**src/rtl/dcache_responder.sv**
```systemverilog
// Direct-mapped, one-word-per-line, write-through, no-write-allocate data cache
// serving the MEM stage, with a single outstanding req/ack transaction to backing memory.
module dcache_responder #(
    parameter int DATA_WIDTH = 32,
    parameter int IDX_BITS   = 4
) (
    input  logic                  clk,
    input  logic                  rst,
    input  logic                  memread_M,
    input  logic                  memwrite,
    input  logic [2:0]            load_store_M,
    input  logic [DATA_WIDTH-1:0] alu_result,
    input  logic [DATA_WIDTH-1:0] read_data2,
    output logic [DATA_WIDTH-1:0] readdata,
    output logic                  miss,
    output logic                  mem_req,
    output logic                  mem_we,
    output logic [DATA_WIDTH-1:0] mem_addr,
    output logic [DATA_WIDTH-1:0] mem_wdata,
    output logic [3:0]            mem_wstrb,
    input  logic                  mem_ack,
    input  logic [DATA_WIDTH-1:0] mem_rdata
);

    localparam int LINES    = 1 << IDX_BITS;
    localparam int TAG_BITS = DATA_WIDTH - IDX_BITS - 2;

    typedef enum logic [1:0] {IDLE, FILL, WRITE, DONE} state_t;

    state_t state, next_state;

    logic [LINES-1:0]      valid_q;
    logic [TAG_BITS-1:0]   tag_q  [LINES];
    logic [DATA_WIDTH-1:0] data_q [LINES];

    logic [IDX_BITS-1:0]   idx;
    logic [TAG_BITS-1:0]   tag;
    logic                  hit;
    logic [DATA_WIDTH-1:0] line;

    logic [IDX_BITS-1:0]   req_idx;
    logic [TAG_BITS-1:0]   req_tag;
    logic                  req_hit;

    logic                  start_fill;
    logic                  start_write;
    logic [3:0]            st_wstrb;
    logic [DATA_WIDTH-1:0] st_wdata;
    logic [7:0]            ld_byte;
    logic [15:0]           ld_half;
    logic [DATA_WIDTH-1:0] ld_ext;

    assign idx  = alu_result[IDX_BITS+1:2];
    assign tag  = alu_result[DATA_WIDTH-1:IDX_BITS+2];
    assign hit  = valid_q[idx] && (tag_q[idx] == tag);
    assign line = data_q[idx];

    // Completion-time lookups use the registered request address, which is the
    // address the backing memory actually served.
    assign req_idx = mem_addr[IDX_BITS+1:2];
    assign req_tag = mem_addr[DATA_WIDTH-1:IDX_BITS+2];
    assign req_hit = valid_q[req_idx] && (tag_q[req_idx] == req_tag);

    always_comb begin
        st_wstrb = 4'b1111;
        st_wdata = read_data2;
        case (load_store_M[1:0])
            2'b00: begin
                st_wstrb = 4'b0001 << alu_result[1:0];
                st_wdata = {4{read_data2[7:0]}};
            end
            2'b01: begin
                st_wstrb = alu_result[1] ? 4'b1100 : 4'b0011;
                st_wdata = {2{read_data2[15:0]}};
            end
            default: begin
                st_wstrb = 4'b1111;
                st_wdata = read_data2;
            end
        endcase
    end

    always_comb begin
        ld_byte = line[{alu_result[1:0], 3'b000} +: 8];
        ld_half = alu_result[1] ? line[31:16] : line[15:0];
        case (load_store_M)
            3'b000:  ld_ext = {{24{ld_byte[7]}}, ld_byte};
            3'b001:  ld_ext = {{16{ld_half[15]}}, ld_half};
            3'b100:  ld_ext = {24'd0, ld_byte};
            3'b101:  ld_ext = {16'd0, ld_half};
            default: ld_ext = line;
        endcase
    end

    assign readdata = (memread_M && !memwrite && hit) ? ld_ext : '0;

    always_ff @(posedge clk or negedge rst) begin
        if (!rst) begin
            state <= IDLE;
        end else begin
            state <= next_state;
        end
    end

    // Miss is forced low while reset is held so an abandoned transaction
    // cannot keep the core stalled.
    always_comb begin
        next_state  = state;
        start_fill  = 1'b0;
        start_write = 1'b0;
        miss        = 1'b0;
        case (state)
            IDLE: begin
                if (memwrite) begin
                    next_state  = WRITE;
                    start_write = 1'b1;
                    miss        = 1'b1;
                end else if (memread_M && !hit) begin
                    next_state = FILL;
                    start_fill = 1'b1;
                    miss       = 1'b1;
                end
            end
            FILL: begin
                miss = 1'b1;
                if (mem_ack) next_state = IDLE;
            end
            WRITE: begin
                miss = 1'b1;
                if (mem_ack) next_state = DONE;
            end
            DONE: begin
                next_state = IDLE;
            end
            default: begin
                next_state = IDLE;
            end
        endcase
        if (!rst) miss = 1'b0;
    end

    always_ff @(posedge clk or negedge rst) begin
        if (!rst) begin
            mem_req   <= 1'b0;
            mem_we    <= 1'b0;
            mem_addr  <= '0;
            mem_wdata <= '0;
            mem_wstrb <= 4'b0000;
        end else if (start_fill) begin
            mem_req   <= 1'b1;
            mem_we    <= 1'b0;
            mem_addr  <= {alu_result[DATA_WIDTH-1:2], 2'b00};
            mem_wdata <= '0;
            mem_wstrb <= 4'b0000;
        end else if (start_write) begin
            mem_req   <= 1'b1;
            mem_we    <= 1'b1;
            mem_addr  <= {alu_result[DATA_WIDTH-1:2], 2'b00};
            mem_wdata <= st_wdata;
            mem_wstrb <= st_wstrb;
        end else if ((state == FILL || state == WRITE) && mem_ack) begin
            mem_req   <= 1'b0;
            mem_we    <= 1'b0;
            mem_addr  <= '0;
            mem_wdata <= '0;
            mem_wstrb <= 4'b0000;
        end
    end

    always_ff @(posedge clk or negedge rst) begin
        if (!rst) begin
            valid_q <= '0;
        end else if (state == FILL && mem_ack) begin
            valid_q[req_idx] <= 1'b1;
        end
    end

    // A store miss leaves the line untouched; only a hit merges the strobed bytes.
    always_ff @(posedge clk) begin
        if (state == FILL && mem_ack) begin
            tag_q[req_idx]  <= req_tag;
            data_q[req_idx] <= mem_rdata;
        end else if (state == WRITE && mem_ack && req_hit) begin
            for (int b = 0; b < 4; b++) begin
                if (mem_wstrb[b]) data_q[req_idx][8*b +: 8] <= mem_wdata[8*b +: 8];
            end
        end
    end

endmodule

```
**config.mk**
```make
export PLATFORM = sky130hd
export DESIGN_NAME = dcache_responder
export DESIGN_NICKNAME = d
export VERILOG_FILES = /design/src/rtl/dcache_responder.sv
export SDC_FILE = /design/constraint.sdc
export NUM_CORES = 1
export LEC_CHECK = 0
export BUFFER_PORTS_ARGS = -buffer_cell sky130_fd_sc_hd__buf_2
export CAP_MARGIN = 20
export CORE_ASPECT_RATIO = 2
export CORE_MARGIN = 8
export CORE_UTILIZATION = 55
export CTS_CLUSTER_SIZE = 25
export DETAILED_ROUTE_END_ITERATION = 16
export PLACE_DENSITY = 0.75
export SETUP_SLACK_MARGIN = 0.02
export SYNTH_ARGS = -nofsm -noshare
export SYNTH_HDL_FRONTEND = slang
export SYNTH_SLANG_ARGS = --single-unit
export TNS_END_PERCENT = 50
```
**constraint.sdc**
```tcl
create_clock -name clk -period 4.77 [get_ports clk]
set_clock_uncertainty 0.05 [all_clocks]
set_input_delay 0.2385 -clock clk [delete_from_list [all_inputs] [get_ports clk]]
set_output_delay 0.2385 -clock clk [all_outputs]
set_load 0.005 [all_outputs]
```
==> results.cfg, run 1 <==
[die]
floorplan.die_area_mm2 = 0.0924
starting_density_of_the_core_pct = 55.2
number_of_rows_in_the_core_area = 149
chipWidth_um = 219
y_dimension_of_the_die_um = 422
io_pins = 207
core_area_mm2 = 0.0820

[run_status]
status = finished clean

[clock_network]
number_of_sinks_on_the_clock_net = 1014
path_clk_slew_ns = 0.07
cts_bufs_inserted = 83
cts_buffer_depth = 3
htree_num_levels = 3
clk_latency_ns = 0.68
clock_tree_from_tritoncts = built
ctsRootBufferMaster = clkbuf_16

[critical_path]
critical_path_required_ns = 4.48
cp-end-kind = output port
criticalPathCategory = reg2out
r2r_setup_slack_ns = 0.34
worst-r2r-cell-count = 12
worst_ep_arrival_time_ns = 4.19
critical_path.max_fanout = 14
r2r-end = data_q[2][6]$_DFFE_PP_
crit_path_start_kind = flip-flop
rr_startpoint = mem_addr[4]$_DFFE_PN0P_

[timing]
min_period_ns = 4.48
grt_setup_unrepaired = no
max-slew-margin-rel_pct = 27.6
tightest_slew_ns = 1.09
finalCritPeriodShare_pct = 93.8
hold_violations = 0
minimum_hold_slack_ns = 0.0316
max_clock_freq_mhz = 223
setup_viol = 0
timing_max_transition_violations_final = 0

[synth]
synthesis.instances = 2453
synth_warnings = 0
synth-main-ff-cell = edfxtp_1
synthesis.area_mm2 = 0.0453
postSynthRegisterBits = 1014
seq_area_frac_synth_pct = 66.3
synth_edf_count = 928
yosysUniqueCellTypes = 60
post_synthesis_average_cell_area_um2 = 18.5
async_flop_share_pct = 8.48

[power_and_ir_drop]
cellPowerDensity_mw_per_mm2 = 481
p_leak_nw = 18.2
pwr-share-clk_pct = 29.1
netSwitchingFraction_pct = 30.3
vdd.ir_drop.worst_uv = 378
power.sequential.fraction_pct = 47.2
pwr-share-comb_pct = 23.7
internal_power_mw = 17.5
p_sw_mw = 7.59

[route]
finalWirelength_mm = 128
vias = 26600
drt-initial-drc-count = 3183
final_antenna_net_count = 0
drt-wirelength-per-cell_um = 32.1
detail_route.drc_violations = 0
avgViaCountPerCell = 6.69
detailedRoute.firstPassIterationCount = 5

[place]
post-place-cells = 3717
io_buffer_count = 204
detailedPlacementHpwl_mm = 81.4
place.gp.congestion = 0.901

[job]
drv_cap = 0

[min_path]
hold_path.class = in2reg
hold_path_end = data_q[6][16]$_DFFE_PP_
worst_hold_stages = 2
hold_path_startpoint = mem_rdata[16]

[global_route]
grt-ovfl-total = 0
number_of_antenna_violations_at_the_first_check_in_global_routing = 8
grt_pass1_wl_mm = 185
gr-usage-all-layers_pct = 27.6
grt_start_max_net_pins = 72
first_global_vias = 27200

[layout]
finalNetCount = 2952
synthToLayoutAreaGrowth_pct = 15.0
final_cell_count_no_fill = 3974
multi_input_comb_area_mm2 = 0.0143
n_fill_cell = 5522
ff_latch_area_mm2 = 0.0300
drive_gt1_share_pct = 32.1
==> registers in the layout (all words and copies together), names as in the netlist <==
register,cells
mem_addr,30
mem_we,1
mem_wstrb,4
tag_q,416
state,2
mem_req,1
mem_wdata,32
valid_q,16
data_q,512
==> area by class of cell <==
class	count	area share [%]
Tap cell	1057	2.54
Clock inverter	50	1.20
Multi-Input combinational cell	1227	27.4
Clock buffer	106	4.34
Timing Repair Buffer	465	6.52
Antenna cell	3	0.0144
Sequential cell	1014	57.6
Inverter	52	0.377
==> power by group through the flow <==
stage | clock network (mW) | registers [mW] | logic (mW)
floorplan | 0 | 11.6 | 3.71
global placement | 0 | 12.0 | 5.64
detailed placement | 0 | 12.0 | 5.72
CTS | 7.36 | 11.8 | 5.83
global route | 7.66 | 11.9 | 6.23
finish | 7.31 | 11.8 | 5.93
==> layout by cell type (no fill, tap or decap), types with 18 or more instances in the layout <==
master,n
mux2_4,32
mux2i_1,183
clkbuf_1,18
edfxtp_1,928
nand2b_1,23
mux2_2,28
o22ai_1,50
dlygate4sd3_1,97
dfrtp_1,83
a21oi_1,43
inv_1,47
clkinv_2,19
a22oi_1,19
mux4_2,350
xnor2_1,57
nand2_1,157
nor2_1,54
buf_4,154
nor3_1,44
clkbuf_16,87
nor2b_1,38
o21ai_0,18
buf_2,200
==> worst max path at each step <==
stage / from / end / slack (ns) / cells after the start
6_report: tag_q[4][22]$_DFFE_PP_ / readdata[4] / 0.29 / 11
3_3_place_gp: mem_addr[2]$_DFFE_PN0P_ / data_q[9][20]$_DFFE_PP_ / -0.04 / 12
4_1_cts: tag_q[10][22]$_DFFE_PP_ / readdata[31] / 0.03 / 11
3_5_place_dp: mem_addr[2]$_DFFE_PN0P_ / data_q[9][18]$_DFFE_PP_ / -0.11 / 12
2_1_floorplan: mem_addr[2]$_DFFE_PN0P_ / data_q[10][24]$_DFFE_PP_ / 0.89 / 14
5_1_grt: tag_q[14][22]$_DFFE_PP_ / readdata[20] / 0.08 / 11
==> Yosys cell counts (3+ instances only) <==
library cell / instances / share of area, %
a31oi_1: 12 / 0.17
a21oi_1: 43 / 0.48
a22oi_1: 19 / 0.31
ha_1: 5 / 0.14
nor2b_1: 38 / 0.52
nand3_4: 4 / 0.15
inv_1: 49 / 0.41
mux2_2: 28 / 0.70
and2_1: 3 / 0.041
nand3_1: 8 / 0.088
o21ai_0: 18 / 0.20
nor2_1: 56 / 0.46
buf_4: 20 / 0.33
xnor2_1: 58 / 1.1
nor3_1: 44 / 0.49
edfxtp_1: 928 / 62
nand4_1: 9 / 0.12
o22ai_1: 50 / 0.69
or2_2: 3 / 0.041
buf_1: 23 / 0.19
xor2_1: 3 / 0.058
or3_1: 9 / 0.12
nand2_1: 159 / 1.3
a2111oi_0: 4 / 0.077
buf_6: 20 / 0.50
nand2b_1: 23 / 0.32
mux2_4: 32 / 1.1
a21o_1: 3 / 0.050
buf_2: 46 / 0.51
a21oi_2: 4 / 0.077
clkbuf_1: 52 / 0.43
dfrtp_1: 86 / 4.8
a221oi_1: 15 / 0.29
nor4_1: 6 / 0.083
mux4_2: 350 / 17
mux2i_1: 183 / 4.0
a211oi_1: 5 / 0.083
==> layer usage <==
layer	share of wire (%)	up-vias	wire (µm)	global-route usage, %
met2	49	1767	62100	43.8
met3	11	322	13700	6.45
met4	4.6	6	5890	12.1
li1	-	10800	-	-
met5	0.031	-	39	0
met1	36	13700	45900	36.3
==> cell families (layout without fill, tap and decap cells) <==
logic type / Yosys count / after routing / synth area share (%)
AND/OR/NAND/NOR: 369 / 369 / 3.89
XOR/XNOR: 61 / 61 / 1.18
flip-flops: 1014 / 1014 / 66.3
adder cells (fa/ha/maj): 5 / 5 / 0.138
other: 1 / 5 / 0.00828
AO/OA/AOI/OAI: 197 / 197 / 2.92
buffers and inverters: 213 / 673 / 2.39
multiplexers: 593 / 593 / 23.2
==> metrics by stage <==
step	setup TNS (ns)	setup WS, ns	utilization, %	cell area (µm²)	total power [mW]
after global routing	0	0.0785	63.5	52100	25.8
after global placement	-5.44	-0.0406	58.7	48200	17.6
final	0	0.294	63.5	52100	25.1
after CTS	0	0.0311	63.4	52000	25.0
after detailed placement	-25.16	-0.107	58.7	48200	17.7
after floorplan	0	0.891	-	45300	15.3
==> worst max-delay path, stage by stage, from the launching register on <==
cell       delay [ns]
edfxtp_1         0.40
mux4_2           0.46
mux4_2           0.49
xnor2_1          0.21
a2111oi_1        0.44
buf_4            0.21
nand4_1          0.16
nor3_4           0.38
nand2_4          0.22
buf_4            0.24
nor2_1           0.14
buf_2            0.15
==> timing repair <==
action / CTS / global route
endpoints found under the setup margin: 1043 / 1054
setup buffers: 0 / 1
hold buffers: 97 / 0
resized for setup: 2 / 5
hold endpoints to repair: 464 / 0
cloned: 0 / 0
Note: power is estimated with default switching activity, not from simulation.
==> inputs of run 2 (changes only) <==
CORE_UTILIZATION = 35   (was 55)
PLACE_DENSITY = 0.52   (was 0.75)
==> results.cfg, run 2 (same netlist as run 1, synthesis figures left out) <==
[run_status]
status = finished clean

[clock_network]
clock_tree_from_tritoncts = built
cts_buffer_depth = 3
path_clk_slew_ns = 0.07
htree_num_levels = 3
clk_latency_ns = 0.71
number_of_sinks_on_the_clock_net = 1014
cts_bufs_inserted = 94
ctsRootBufferMaster = clkbuf_16

[route]
vias = 26200
detail_route.drc_violations = 0
drt-wirelength-per-cell_um = 32.3
drt-initial-drc-count = 2130
avgViaCountPerCell = 5.58
finalWirelength_mm = 152
final_antenna_net_count = 0
detailedRoute.firstPassIterationCount = 7

[critical_path]
critical_path.max_fanout = 32
r2r_setup_slack_ns = 0.14
crit_path_start_kind = flip-flop
worst_ep_arrival_time_ns = 4.37
crit_path_top_delay_cell = mux4_2
r2r-end = data_q[9][2]$_DFFE_PP_
worstPathCellList = mux4_2 > mux4_2 > xnor2_1 > buf_4 > nor4_1 > buf_4 > nand4_1 > buf_4 > nor3_4 > nand2_1 > buf_12 > a21oi_1 > buf_4 > buf_2
critical-path-top-cell-by-count = buf_4
critical_path_required_ns = 4.48
rr_startpoint = mem_addr[2]$_DFFE_PN0P_
cp-end-kind = output port
criticalPathCategory = reg2out
critical-path-max-stage-delay_ns = 0.52
worst-r2r-cell-count = 13

[timing]
timing_max_transition_violations_final = 0
setup_viol = 0
grt_setup_unrepaired = no
timing.setup.tns_ns = 0
max-slew-margin-rel_pct = 18.1
tightest_slew_ns = 1.22
min_period_ns = 4.66
max_clock_freq_mhz = 215
hold_violations = 0
finalCritPeriodShare_pct = 97.6

[die]
io_pins = 207
core_area_mm2 = 0.128
y_dimension_of_the_die_um = 525
chipWidth_um = 270
number_of_rows_in_the_core_area = 186
floorplan.die_area_mm2 = 0.142
starting_density_of_the_core_pct = 35.3

[min_path]
worst_hold_stages = 2
hold_path.class = in2reg
hold_path_end = data_q[8][21]$_DFFE_PP_
hold_path_startpoint = mem_rdata[21]

[place]
io_buffer_count = 204
place.gp.congestion = 0.923
detailedPlacementHpwl_mm = 106

[power_and_ir_drop]
power.sequential.fraction_pct = 45.3
vdd.ir_drop.worst_uv = 299
pwr-share-clk_pct = 29.4
p_leak_nw = 18.5
internal_power_mw = 17.9
p_sw_mw = 8.20
netSwitchingFraction_pct = 31.4
design_power_total_mw = 26.1
pwr-share-comb_pct = 25.3
cellPowerDensity_mw_per_mm2 = 487

[layout]
max_flop_register = data_q
mostFrequentLayoutCell = edfxtp_1
finalNetCount = 3018
n_fill_cell = 11500
synthToLayoutAreaGrowth_pct = 18.4
drive_gt1_share_pct = 33.6
mostFrequentLayoutCells = edfxtp_1, mux4_2, buf_2, buf_4, mux2i_1
ff_latch_area_mm2 = 0.0300
reg_top3 = data_q: 512 flops, tag_q: 416 flops, mem_wdata: 32 flops
multi_input_comb_area_mm2 = 0.0143
largest_register_ff_count = 512

[global_route]
first_global_vias = 28400
gr-usage-all-layers_pct = 20.9
grt_start_max_net_pins = 73
grt-ovfl-total = 0
number_of_antenna_violations_at_the_first_check_in_global_routing = 7
grt_pass1_wl_mm = 214

[job]
drv_cap = 0
run 2: cell types whose count changed in the layout (fill, tap and decap cells not counted), sizes merged:
cell         previous run  this run
bufinv                 13        11
inv                    51        54
dlygate4sd3            97       102
diode                   3        10
clkinv                 32        36
buf                   368       418
clkbuf                106       116
clkinvlp                6         7
run 2: final cells by class:
cell class              count  area share, %
flip-flops and latches   1014           56.0
multi-input cells        1227           26.6
repair buffers            520           7.37
clock buffers             116           4.62
well taps                1692           3.95
clock inverters            56           1.08
inverters                  52          0.366
diodes                     10         0.0466
run 2: what timing repair did:
item | in CTS | in global routing
pin swaps | 0 | 3
endpoints found under the setup margin | 1029 | 908
hold endpoints to repair | 519 | 0
resized for setup | 3 | 4
hold buffers | 102 | 0
setup buffers | 1 | 8
run 2: worst max-delay path: cells and delay by family (launching register included):
kind	cells	cell delay, ns
AO/OA/AOI/OAI	1	0.19
XOR/XNOR	1	0.26
buffers and inverters	6	1.08
flip-flops	1	0.40
multiplexers	2	1.00
AND/OR/NAND/NOR	4	0.73
run 2: per-stage QoR:
| stage | hold WS (ns) | setup WS, ns | util, % | area (µm²) | cells |
|---|---|---|---|---|---|
| finish | 0.0410 | 0.112 | 41.8 | 53600 | 4687 |
| detailed placement | 0.287 | -0.195 | 38.5 | 49400 | 4394 |
| global placement | 0.277 | -0.227 | 38.5 | 49400 | 4394 |
| CTS | 0.00375 | 0.0286 | 41.7 | 53500 | 4669 |
| floorplan | -0.107 | 0.891 | - | 45300 | 2454 |
| global route | 0.0374 | 0.0256 | 41.7 | 53600 | 4680 |
run 2: per-layer routing:
metal | global-route usage, % | vias to the layer above | routed length [µm]
met3 | 2.80 | 363 | 7110
met2 | 39.2 | 1080 | 82500
li1 | - | 10900 | -
met5 | 0 | - | 23
met4 | 13.5 | 4 | 10800
met1 | 21.6 | 13800 | 51200
run 2: power groups by stage:
| stage | clock (mW) | sequential, mW | combinational, mW |
|---|---|---|---|
| after CTS | 7.82 | 11.8 | 6.62 |
| after global routing | 8.08 | 11.9 | 6.96 |
| final | 7.67 | 11.8 | 6.62 |
| after global placement | 0 | 12.0 | 6.40 |
| after detailed placement | 0 | 12.0 | 6.45 |
| after floorplan | 0 | 11.6 | 3.71 |
run 2: worst max-delay path by stage:
stage / from / to / slack [ns]
after floorplan: mem_addr[2]$_DFFE_PN0P_ / data_q[10][24]$_DFFE_PP_ / 0.89
after global placement: mem_addr[2]$_DFFE_PN0P_ / data_q[7][31]$_DFFE_PP_ / -0.23
after detailed placement: mem_addr[2]$_DFFE_PN0P_ / data_q[9][4]$_DFFE_PP_ / -0.20
after CTS: tag_q[8][16]$_DFFE_PP_ / readdata[14] / 0.03
after global routing: mem_addr[2]$_DFFE_PN0P_ / data_q[9][1]$_DFFE_PP_ / 0.03
final: tag_q[8][16]$_DFFE_PP_ / readdata[14] / 0.11
